**src/rtl/upd_1771c.sv**
```systemverilog
// upd_1771c -- simplified NEC uPD1771C sound generator for the Super Cassette
// Vision audio path.
//
// The host writes command packets one byte at a time on port A. Port B
// carries the active-low nCS/nWR strobes and returns the DSB handshake
// bit. The block produces a volume-scaled square wave on SND, an 8-bit
// unsigned sample centred on 8'h80.
//
// Packets (the command byte counts toward the length):
//   02, ctrl, period, volume : ctrl[7] = enable, P = period, V = volume[4:0]
//   00                       : silence
//   01, volume               : noise mode (UPD1771C_NOISE_EN builds only)
//
// Optional feature macro: UPD1771C_NOISE_EN
//   Defined     -> cmd 01 selects a 15-bit LFSR (x^15+x^14+1) in place of
//                  the square-wave phase.
//   Not defined -> cmd 01 is ignored like any other unknown command, and no
//                  LFSR logic is built.
//
// Ports
//   CLK    in   1  system clock (6 MHz nominal)
//   RES    in   1  synchronous active-high reset
//   CH1    in   1  clock-mode strap (ignored)
//   CH2    in   1  clock-mode strap (ignored)
//   PA_I   in   8  host data byte
//   PA_O   out  8  always 0
//   PA_OE  out  8  always 0; port A is input-only
//   PB_I   in   8  [7]=nCS, [6]=nWR (active-low); [5:0] ignored
//   PB_O   out  8  {7'b0, DSB}
//   PB_OE  out  8  always 8'h01
//   SND    out  8  audio sample
module upd_1771c #(
  parameter int PRESCALE  = 32,
  parameter int ACK_DELAY = 16
) (
  input  logic       CLK,
  input  logic       RES,
  input  logic       CH1,
  input  logic       CH2,
  input  logic [7:0] PA_I,
  output logic [7:0] PA_O,
  output logic [7:0] PA_OE,
  input  logic [7:0] PB_I,
  output logic [7:0] PB_O,
  output logic [7:0] PB_OE,
  output logic [7:0] SND
);

  localparam int PW = (PRESCALE  > 1) ? $clog2(PRESCALE)  : 1;
  localparam int AW = (ACK_DELAY > 1) ? $clog2(ACK_DELAY) : 1;

  typedef enum logic [1:0] {S_IDLE, S_WAIT, S_REQ} state_t;

  state_t       r_state, w_next;

  // strobe synchronizer; the flops idle high, which is the inactive level
  logic         r_ncs_m, r_ncs_s, r_nwr_m, r_nwr_s, r_wr_d;
  logic         w_wr, w_strobe;

  // packet assembly
  logic [7:0]   r_cmd;
  logic [2:0]   r_len;       // total bytes in the packet, command included
  logic [2:0]   r_idx;       // bytes received so far
  logic [7:0]   r_buf [3];   // payload bytes after the command
  logic [AW-1:0] r_ack;
  logic [2:0]   w_len;
  logic         w_known, w_ack_done, w_commit, w_dsb;

  // tone generator
  logic         r_en;
  logic [7:0]   r_p;
  logic [4:0]   r_v;
  logic [PW-1:0] r_pre;
  logic [7:0]   r_pcnt;
  logic         r_phase;
  logic         w_tick, w_ph;
  logic [7:0]   r_snd;
`ifdef UPD1771C_NOISE_EN
  logic         r_noise;
  logic [14:0]  r_lfsr;
`endif

  assign PA_O  = 8'h00;
  assign PA_OE = 8'h00;
  assign PB_OE = 8'h01;
  assign PB_O  = {7'b0, w_dsb};
  assign SND   = r_snd;

  // Straps, unused port B bits and unused payload bits are ignored.
  wire w_unused_ok = &{1'b0, CH1, CH2, PB_I[5:0], r_buf[0][6:0], r_buf[2][7:5]};

  // ---------------------------------------------------------------- strobe
  always_ff @(posedge CLK) begin
    if (RES) begin
      r_ncs_m <= 1'b1;
      r_ncs_s <= 1'b1;
      r_nwr_m <= 1'b1;
      r_nwr_s <= 1'b1;
      r_wr_d  <= 1'b0;
    end else begin
      r_ncs_m <= PB_I[7];
      r_ncs_s <= r_ncs_m;
      r_nwr_m <= PB_I[6];
      r_nwr_s <= r_nwr_m;
      r_wr_d  <= w_wr;
    end
  end

  assign w_wr     = ~r_ncs_s & ~r_nwr_s;
  assign w_strobe = w_wr & ~r_wr_d;

  // ------------------------------------------------------- command decode
  always_comb begin
    w_len   = 3'd0;
    w_known = 1'b0;
    case (PA_I)
      8'h02: begin w_len = 3'd4; w_known = 1'b1; end
      8'h00: begin w_len = 3'd1; w_known = 1'b1; end
`ifdef UPD1771C_NOISE_EN
      8'h01: begin w_len = 3'd2; w_known = 1'b1; end
`endif
      default: ;
    endcase
  end

  assign w_ack_done = (r_ack == AW'(ACK_DELAY - 1));
  // The final byte's ACK_DELAY wait ends in a commit instead of a request.
  assign w_commit   = (r_state == S_WAIT) && w_ack_done && (r_idx == r_len);

  // ------------------------------------------------------- FSM: state reg
  always_ff @(posedge CLK) begin
    if (RES) r_state <= S_IDLE;
    else     r_state <= w_next;
  end

  // ------------------------------------------------------ FSM: next state
  always_comb begin
    w_next = r_state;
    case (r_state)
      S_IDLE: if (w_strobe && w_known) w_next = S_WAIT;
      S_WAIT: if (w_ack_done) w_next = (r_idx == r_len) ? S_IDLE : S_REQ;
      S_REQ:  if (w_strobe) w_next = S_WAIT;
      default: w_next = S_IDLE;
    endcase
  end

  // ---------------------------------------------------------- FSM: outputs
  always_comb begin
    w_dsb = 1'b0;
    if (r_state == S_REQ) w_dsb = 1'b1;
  end

  // ------------------------------------------------------- packet datapath
  always_ff @(posedge CLK) begin
    if (RES) begin
      r_cmd <= 8'h00;
      r_len <= 3'd0;
      r_idx <= 3'd0;
      r_ack <= '0;
      for (int i = 0; i < 3; i++) r_buf[i] <= 8'h00;
    end else begin
      // ack timer runs only while waiting and clears on every exit
      r_ack <= (r_state == S_WAIT && !w_ack_done) ? r_ack + 1'b1 : '0;
      if (r_state == S_IDLE && w_strobe && w_known) begin
        r_cmd <= PA_I;
        r_len <= w_len;
        r_idx <= 3'd1;
      end else if (r_state == S_REQ && w_strobe) begin
        case (r_idx)
          3'd1:    r_buf[0] <= PA_I;
          3'd2:    r_buf[1] <= PA_I;
          default: r_buf[2] <= PA_I;
        endcase
        r_idx <= r_idx + 3'd1;
      end
    end
  end

  // -------------------------------------------------------- tone generator
  assign w_tick = (r_pre == PW'(PRESCALE - 1));

  always_ff @(posedge CLK) begin
    if (RES) begin
      r_en    <= 1'b0;
      r_p     <= 8'h00;
      r_v     <= 5'd0;
      r_pre   <= '0;
      r_pcnt  <= 8'h00;
      r_phase <= 1'b0;
`ifdef UPD1771C_NOISE_EN
      r_noise <= 1'b0;
      r_lfsr  <= 15'h7FFF;
`endif
    end else if (w_commit) begin
      // Parameters land together; generator restarts on the high half.
      r_pre   <= '0;
      r_phase <= 1'b1;
      r_pcnt  <= r_p;
      case (r_cmd)
        8'h02: begin
          r_en   <= r_buf[0][7];
          r_p    <= r_buf[1];
          r_pcnt <= r_buf[1];
          r_v    <= r_buf[2][4:0];
`ifdef UPD1771C_NOISE_EN
          r_noise <= 1'b0;
`endif
        end
`ifdef UPD1771C_NOISE_EN
        8'h01: begin
          r_en    <= 1'b1;
          r_v     <= r_buf[0][4:0];
          r_noise <= 1'b1;
          r_lfsr  <= 15'h7FFF;
        end
`endif
        default: begin
          r_en <= 1'b0;
`ifdef UPD1771C_NOISE_EN
          r_noise <= 1'b0;
`endif
        end
      endcase
    end else if (w_tick) begin
      r_pre <= '0;
      if (r_pcnt == 8'h00) begin
        r_phase <= ~r_phase;
        r_pcnt  <= r_p;
      end else begin
        r_pcnt  <= r_pcnt - 8'h01;
      end
`ifdef UPD1771C_NOISE_EN
      r_lfsr <= {r_lfsr[13:0], r_lfsr[14] ^ r_lfsr[13]};
`endif
    end else begin
      r_pre <= r_pre + 1'b1;
    end
  end

`ifdef UPD1771C_NOISE_EN
  assign w_ph = r_noise ? r_lfsr[0] : r_phase;
`else
  assign w_ph = r_phase;
`endif

  // ---------------------------------------------------------------- output
  always_ff @(posedge CLK) begin
    if (RES)       r_snd <= 8'h80;
    else if (!r_en) r_snd <= 8'h80;
    else if (w_ph) r_snd <= 8'h80 + {1'b0, r_v, 2'b00};
    else           r_snd <= 8'h80 - {1'b0, r_v, 2'b00};
  end

endmodule

```
**config.mk**
```make
export PLATFORM = sky130hd
export DESIGN_NAME = upd_1771c
export DESIGN_NICKNAME = d
export VERILOG_FILES = /design/src/rtl/upd_1771c.sv
export SDC_FILE = /design/constraint.sdc
export NUM_CORES = 1
export LEC_CHECK = 0
export BUFFER_PORTS_ARGS = -buffer_cell sky130_fd_sc_hd__buf_2
export CORE_AREA = 2 2 81 83
export DETAILED_ROUTE_END_ITERATION = 16
export DIE_AREA = 0 0 83 85
export PLACE_DENSITY_LB_ADDON = 0.05
export SLEW_MARGIN = 40
export SYNTH_ARGS = -nofsm -noshare
export SYNTH_HDL_FRONTEND = slang
export SYNTH_SLANG_ARGS = --single-unit
```
**constraint.sdc**
```tcl
create_clock -name CLK -period 3.9 [get_ports CLK]
set_input_delay 0.195 -clock CLK [delete_from_list [all_inputs] [get_ports CLK]]
set_output_delay 0.195 -clock CLK [all_outputs]
set_load 0.1 [all_outputs]
```
# Word level (Yosys, flattened, before mapping)

Memory sizes are Yosys's and may differ from the RTL's. A register that Yosys moved wholly into a read port is not among the register bits.
Cells that the tools add are included.

Bits in registers: 56
Memory bits (writable): 24
Input port bits: 20
Output and inout bits: 40
Word-level logic and storage cells: 109
Memories kept: 1

Memory list:

| name  | words | width | rd ports | clocked after Yosys merged registers in | write ports | line | RTL |
|---|---|---|---|---|---|---|---|
| r_buf | 3     | 8     | 3        | 1                                       | 3           | 64   | `logic [7:0] r_buf [3];` |

Add/subtract/negate cells: 6
Equal/unequal tests: 12
Mux-type cells: 39
Bitwise gates (word level): 11
Reductions and logical operators: 23

Operators with widths:

| kind                | count |
|---|---|
| $mux 8              | 8 |
| $mux 1              | 25 |
| $eq 8x2->1 const B  | 2 |
| $logic_not 8->1     | 2 |
| $reduce_or 2->1     | 5 |
| $add 8x7->8 const A | 1 |
| $mux 2              | 4 |
| $sub 8x1->8 const B | 1 |
| $sub 8x7->8 const A | 1 |
| $logic_and 1x1->1   | 7 |
| $ne 2x2->1 const B  | 3 |
| $not 1->1           | 6 |
| $pmux 2 s3          | 1 |
| $pmux 3 s2          | 1 |
| $reduce_bool 2->1   | 3 |
| $add 5x1->5 const B | 1 |
| $eq 5x5->1 const B  | 1 |
| $add 4x1->4 const B | 1 |
| $eq 4x4->1 const B  | 1 |
| $reduce_and 2->1    | 2 |
| $add 3x1->3 const B | 1 |
| $eq 3x1->1 const B  | 1 |
| $eq 3x2->1 const B  | 1 |
| $eq 3x3->1          | 1 |
| 8 further kinds     | 11 |

# Longest topological paths before layout

Gate-level depths: netlist of the first run.

Depth in word-level cells: 9
Depth in mapped cells: 7
Depth with buffers taken out: 7

# Least setup slack after synthesis of the first run

OpenSTA, ideal clock, no wires.

Kind: reg2reg
From: register r_pre[0]
To: register r_pcnt[6]
Library setup time: 0.142 ns
Arrival time: 1.846 ns
Data required time: 3.758 ns
Path slack: 1.912 ns
Cell stages (with the launch flop): 8
Buffers on the path: 0
Period minus slack after synthesis: 1.988 ns
Cells stage by stage: dfxtp_1 ha_1 and3_1 ha_1 nor4b_1 a31oi_1 a311oi_1 a311oi_1

Cells in the longest elaborated chain, start to end: 2

RTL lines:

| what                               | line | RTL |
|---|---|---|
| start, declared                    | 73   | `logic [PW-1:0] r_pre;` |
| start signal, assigned             | 236  | `r_pre <= r_pre + 1'b1;` |
| $eq 5x5->1                         | 180  | `assign w_tick = (r_pre == PW'(PRESCALE - 1));` |
| $reduce_bool 2->1 (no source line) | n/a  |  |
| end signal, assigned               | 198  | `r_pcnt <= r_p;` |
| end signal, assigned               | 203  | `r_pcnt <= r_buf[1];` |
| end signal, assigned               | 228  | `r_pcnt <= r_p;` |
| end, declared                      | 74   | `logic [7:0] r_pcnt;` |

No other way between the ends.
A chain may end at the register's enable or synchronous reset.

# Final worst setup path of the first run

From: register r_ncs_s
To: register r_len[0]

Cells in the longest elaborated chain, start to end: 5

RTL lines:

| what                           | line | RTL |
|---|---|---|
| start, declared                | 57   | `logic r_ncs_m, r_ncs_s, r_nwr_m, r_nwr_s, r_wr_d;` |
| start signal, assigned         | 102  | `r_ncs_s <= r_ncs_m;` |
| $not 1->1                      | 109  | `assign w_wr = ~r_ncs_s & ~r_nwr_s;` |
| $and 1x1->1                    | 109  |  |
| $and 1x1->1                    | 110  | `assign w_strobe = w_wr & ~r_wr_d;` |
| $logic_and 1x1->1 (2 in a row) | 164  | `if (r_state == S_IDLE && w_strobe && w_known) begin` |
| end signal, assigned           | 166  | `r_len <= w_len;` |
| end, declared                  | 62   | `logic [2:0] r_len;` |

No other way between the ends.

==> impl_results.md, run 1 <==
* Status: completed
* DIE WIDTH at 83 um
* Hold-fix buffers at CTS at 0
* Final hold slack at 0.03014 ns
* Die area at 0.007055 mm2
* Initial antenna violation count at 0
* Synthesized area per cell at 9.538 um2
* Design Power at 1466 uW
* Nets at 389
* Seq/Total Area, Yosys at 0.4738
* Final period utilization at 0.5768
* Final hold violation count at 0
* Post-CTS setup buffer count at 0
* Row cnt at 29
* Setup slack at placement at 1.572 ns
* Initial core utilization at 0.5380
* IO Count at 60
* Final instance area at 0.003508 mm2
* Synthesis-stage register bit count at 72
* CTS Buffer Depth at 2
* Slew headroom at 0.4927
* Fillers at 574
* Period minus WS final at 2.249 ns
* Total track usage at 0.1685
* Worst stage delay on the critical path at 0.62 ns
* CTS root buffer: clkbuf_8
* Final WL at 5767 um
* Avg Vias per Cell at 5.183
* TritonCTS clock tree: done
* First-pass GRT wire length at 9570 um
* Layout cells sized above 1 at 0.1288
* Largest net degree at the start of global routing at 43
* Synth top area cells: dfxtp_1, edfxtp_1, buf_4
* WS Path Type: flop to flop
* Cell Chain, Critical Path: nor3_1 -> nand4_1 -> or3b_2 -> a21oi_1
* Wirelength per Cell at 13.05 um
* Drt drc at 0
* Commonest cells post-synth: dfxtp_1, buf_4, nor2_1
* Clk_lat worst skew at 0.34 ns
* Data required time at the worst endpoint at 4.17 ns
* CTS-repair resized insts at 0
* H-tree depth at 3
* Crit. End Element: flop
* Post-synth cell types at 49
* Crit path setup slack, layout at 1.651 ns
* Leading area contributor after synthesis: dfxtp_1
* Data arrival, critical path at 2.52 ns
* Maximum vdd ir drop at 0.2197 mV
* Most numerous cell in the Yosys netlist: dfxtp_1
* CTS sink cnt at 72
* Fin. max-slew vios at 0
* Top_reg_cell synth: dfxtp_1
* Crit start category: flop
* Total Neg Setup Slack at 0 ns
* RSZ-0062 raised after global routing: no
* Area delta synth->final at 5.097%
* Count of final setup violators at 0
* Worst Max-Slew Pin Slew at 0.7609 ns
* Post-Syn Area at 0.003338 mm2
* Initial DRC Count at 102
* Skew final at 0.01246 ns
* Static leakage at 0.001349 uW
* Yosys warnings at 0
* Final HPWL from detailed placement at 4081 um
* Post-synth EDFFs at 14
* Max Freq at 444.6 MHz
* DR pass1 iterations at 4
* Async SR Flop Fraction at 0
* Maxcap violations at 0
* Vias at 2291
* Slowest cell on crit path: or3b_2
* Grt ovf at 0
* Worst min-delay path category: primary input to flop
* CP Max Fanout at 13
* DP Area at 0.003326 mm2
* RePlAce Congestion at 0.8137
* Number of port buffers at 18
* DRT antenna net count at 0
* Reg clk slew, reported paths at 0.08 ns
* Vias in the first global route at 2063
* CTS Buf Count at 9
* Post-synthesis instance total at 350
* Share of the synthesized area in the top cell type at 0.3478
* Core Region at 0.006205 mm2
* Die Y at 85 um
* Diodes inserted at 0
* Pwr/cell area at 418.0 mW/mm2
layer usage:
metal / GRT usage / wire (um) / vias up
met2: 0.2617 / 2503 / 57
met4: 0.07154 / 106 / 0
met3: 0.03794 / 262 / 10
met5: 0 / 0 / -
met1: 0.2281 / 2895 / 1045
li1: - / - / 1179
critical path: cells and delay by family, from the launching register on:
family,cells,cell delay [ns]
simple gates,3,1.73
flops,1,0.32
compound gates,1,0.14
layout by cell type (no fill, tap or decap), types with 11 or more instances in the layout:
cell type	n
o21ai_0	15
nand2_1	12
nand3_1	16
nor2_1	27
conb_1	33
edfxtp_1	14
buf_2	18
xnor2_1	11
and2_1	15
a21oi_1	24
dfxtp_1	58
flip-flops by register name, indices dropped and copies added (netlist names):
register / flops
r_buf: 14
r_ack: 4
r_en: 1
r_nwr_s: 1
r_ncs_m: 1
r_wr_d: 1
r_ncs_s: 1
r_v: 5
SND: 6
r_phase: 1
r_p: 8
r_cmd: 8
r_pre: 5
r_idx: 3
r_nwr_m: 1
r_state: 2
r_len: 2
r_pcnt: 8
cell type report:
cell class | instances | area (um2) | area share
clock inverters | 7 | 52.55 | 0.01498
inverters | 10 | 37.54 | 0.01070
clock buffers | 9 | 123.9 | 0.03531
multi-input cells | 248 | 1519 | 0.4330
flip-flops and latches | 72 | 1582 | 0.4508
well taps | 77 | 96.34 | 0.02746
repair buffers | 19 | 97.59 | 0.02782
cell families after synthesis:
logic type / Yosys count / synth area share
compound gates: 67 / 0.1312
flops: 72 / 0.4738
fa+ha+maj: 9 / 0.03373
simple gates: 115 / 0.1833
xor+xnor: 14 / 0.03673
other cells: 2 / 0.002250
buf+inv: 61 / 0.1083
mux: 10 / 0.03074
where the power goes:
group	leakage [uW]	internal (uW)	switching, uW
Sequential	0.000613	766	4.55
Clock	0.0000886	237	295
Combinational	0.000647	9.77	155
path summary, 6_finish.rpt:
check / slack [ns] / startpoint / end / cells after the start
max: 1.65 / r_ncs_s / r_len[0] / 4
min: 0.03 / PB_I[6] / r_nwr_m / 2
max reg2reg: 1.65 / r_ncs_s / r_len[0] / 4
min reg2reg: 0.41 / r_ncs_m / r_ncs_s / 1
through the flow:
step	utilization	std cells
6_report	0.5654	442
5_1_grt	0.5654	442
4_1_cts	0.5644	442
3_5_place_dp	0.5360	426
3_3_place_gp	0.5358	426
2_1_floorplan	-	381
Power figures use the tool's default switching activity.
==> run 2, diff against run 1 <==
Settings changed: CORE_AREA 2 2 81 83 to 2 2 85 87, DIE_AREA 0 0 83 85 to 0 0 87 89.
Clock period 3.9 ns to 2.03 ns, I/O delays scaled along.
==> impl_results.md, run 2 (same netlist as run 1, synthesis figures left out) <==
* Layout cells sized above 1 at 0.1605
* Initial antenna violation count at 0
* FF/Latch Area at 0.001582 mm2
* First-pass GRT wire length at 10060 um
* Vias in the first global route at 2122
* Crit path setup slack, layout at 0.1233 ns
* Maxcap violations at 0
* Total Neg Setup Slack at 0 ns
* CTS Buf Count at 9
* Core Region at 0.006719 mm2
* CTS root buffer: clkbuf_8
* Drt drc at 0
* Count of final setup violators at 0
* DR pass1 iterations at 4
* Initial DRC Count at 133
* Final hold violation count at 0
* Wirelength per Cell at 12.90 um
* Most used routing layer: met2
* IO Count at 60
* Row cnt at 30
* Nets at 404
* Multi-input logic area at 0.001523 mm2
* Post-CTS setup buffer count at 0
* Skew final at 0.007990 ns
* Setup slack at placement at 0.1290 ns
* Period minus WS final at 1.907 ns
* Status: completed
* Max Freq at 524.5 MHz
* RePlAce Congestion at 0.7855
* DRT antenna net count at 0
* Slowest cell on crit path: or3b_1
* Met1 Usage GRT at 0.2318
* WS Path Type: flop to flop
* Data required time at the worst endpoint at 2.28 ns
* Maximum vdd ir drop at 0.4902 mV
* CTS sink cnt at 72
* CTS Buffer Depth at 2
* Final HPWL from detailed placement at 4288 um
* Number of port buffers at 18
* Worst stage delay on the critical path at 0.41 ns
* TritonCTS clock tree: done
* Fin. max-slew vios at 0
* Total track usage at 0.1707
* DIE WIDTH at 87 um
* Fillers at 623
* Met3 Use GR at 0.05355
* Diodes inserted at 0
* Die area at 0.007743 mm2
* Worst min-delay path category: primary input to flop
* Commonest cells after routing, fill and taps aside: dfxtp_1, conb_1, nor2_1
* CP Max Fanout at 5
* Vias at 2327
* Crit. End Element: flop
* Largest net degree at the start of global routing at 35
* Crit start category: flop
* Die Y at 89 um
* Clk_lat worst skew at 0.34 ns
* Area delta synth->final at 10.79%
* Cell Chain, Critical Path: inv_1 -> ha_2 -> or3b_1 -> or2_4 -> a211o_1 -> a221oi_2
* Grt ovf at 0
* Avg Vias per Cell at 5.059
* Pwr/cell area at 810.7 mW/mm2
* Final WL at 5935 um
* Data arrival, critical path at 2.16 ns
* H-tree depth at 3
* Met2 usage at 0.2533
* Reg with most FFs: r_buf
* Final period utilization at 0.9393
* Most common cell after layout, fill and taps aside: dfxtp_1
* Max FFs per register at 14
* Initial core utilization at 0.4968
* Static leakage at 0.001448 uW
* Reg clk slew, reported paths at 0.07 ns
[run 2: cell type report]
cell class	instances	share of cell area
Timing Repair Buffer	34	0.06495
Sequential cell	72	0.4276
Tap cell	80	0.02706
Multi-Input combinational cell	248	0.4117
Clock inverter	4	0.01353
Clock buffer	12	0.04499
Inverter	10	0.01015
[run 2: layer usage]
layer,share of wire,up-vias
met1,0.52,1062
met3,0.037,2
met5,0,-
met4,0.0076,0
met2,0.44,53
li1,-,1210
[run 2: worst paths after layout]
| check | startpoint | end | slack (ns) | depth (start not counted) |
|---|---|---|---|---|
| hold reg to reg | r_nwr_m | r_nwr_s | 0.41 | 1 |
| hold / removal | PA_I[1] | r_len[2] | 0.05 | 3 |
| setup reg to reg | r_pcnt[1] | r_pcnt[4] | 0.12 | 6 |
| setup / recovery | r_pcnt[1] | r_pcnt[4] | 0.12 | 6 |
[run 2: power by group]
| group | total (uW) | internal [uW] | switching [uW] |
|---|---|---|---|
| logic | 321 | 23.6 | 298 |
| registers | 1480 | 1470 | 8.12 |
| clock network | 1200 | 677 | 519 |
[run 2: per-stage QoR]
step	total power [uW]	cells	hold WS (ns)	cell area [um2]	utilization
global placement	1830	442	0.2846	3451	0.5136
global route	3121	460	0.04043	3699	0.5505
finish	2998	460	0.04801	3699	0.5505
detailed placement	1831	442	0.2860	3451	0.5136
floorplan	1855	381	0.2053	3455	-
CTS	3035	460	0.03199	3687	0.5488
[run 2: critical path: cells and delay by family (launching register included)]
family | cells | cell delay [ns]
adder cells (fa/ha/maj) | 1 | 0.20
AND/OR/NAND/NOR | 2 | 0.69
flip-flops | 1 | 0.34
AO/OA/AOI/OAI | 2 | 0.51
buffers and inverters | 1 | 0.08
[run 2: repair_timing]
| action | CTS | global route |
|---|---|---|
| hold buffers | 2 | 0 |
| endpoints found under the setup margin | 0 | 4 |
| hold endpoints to repair | 2 | 0 |
| resized for setup | 0 | 3 |
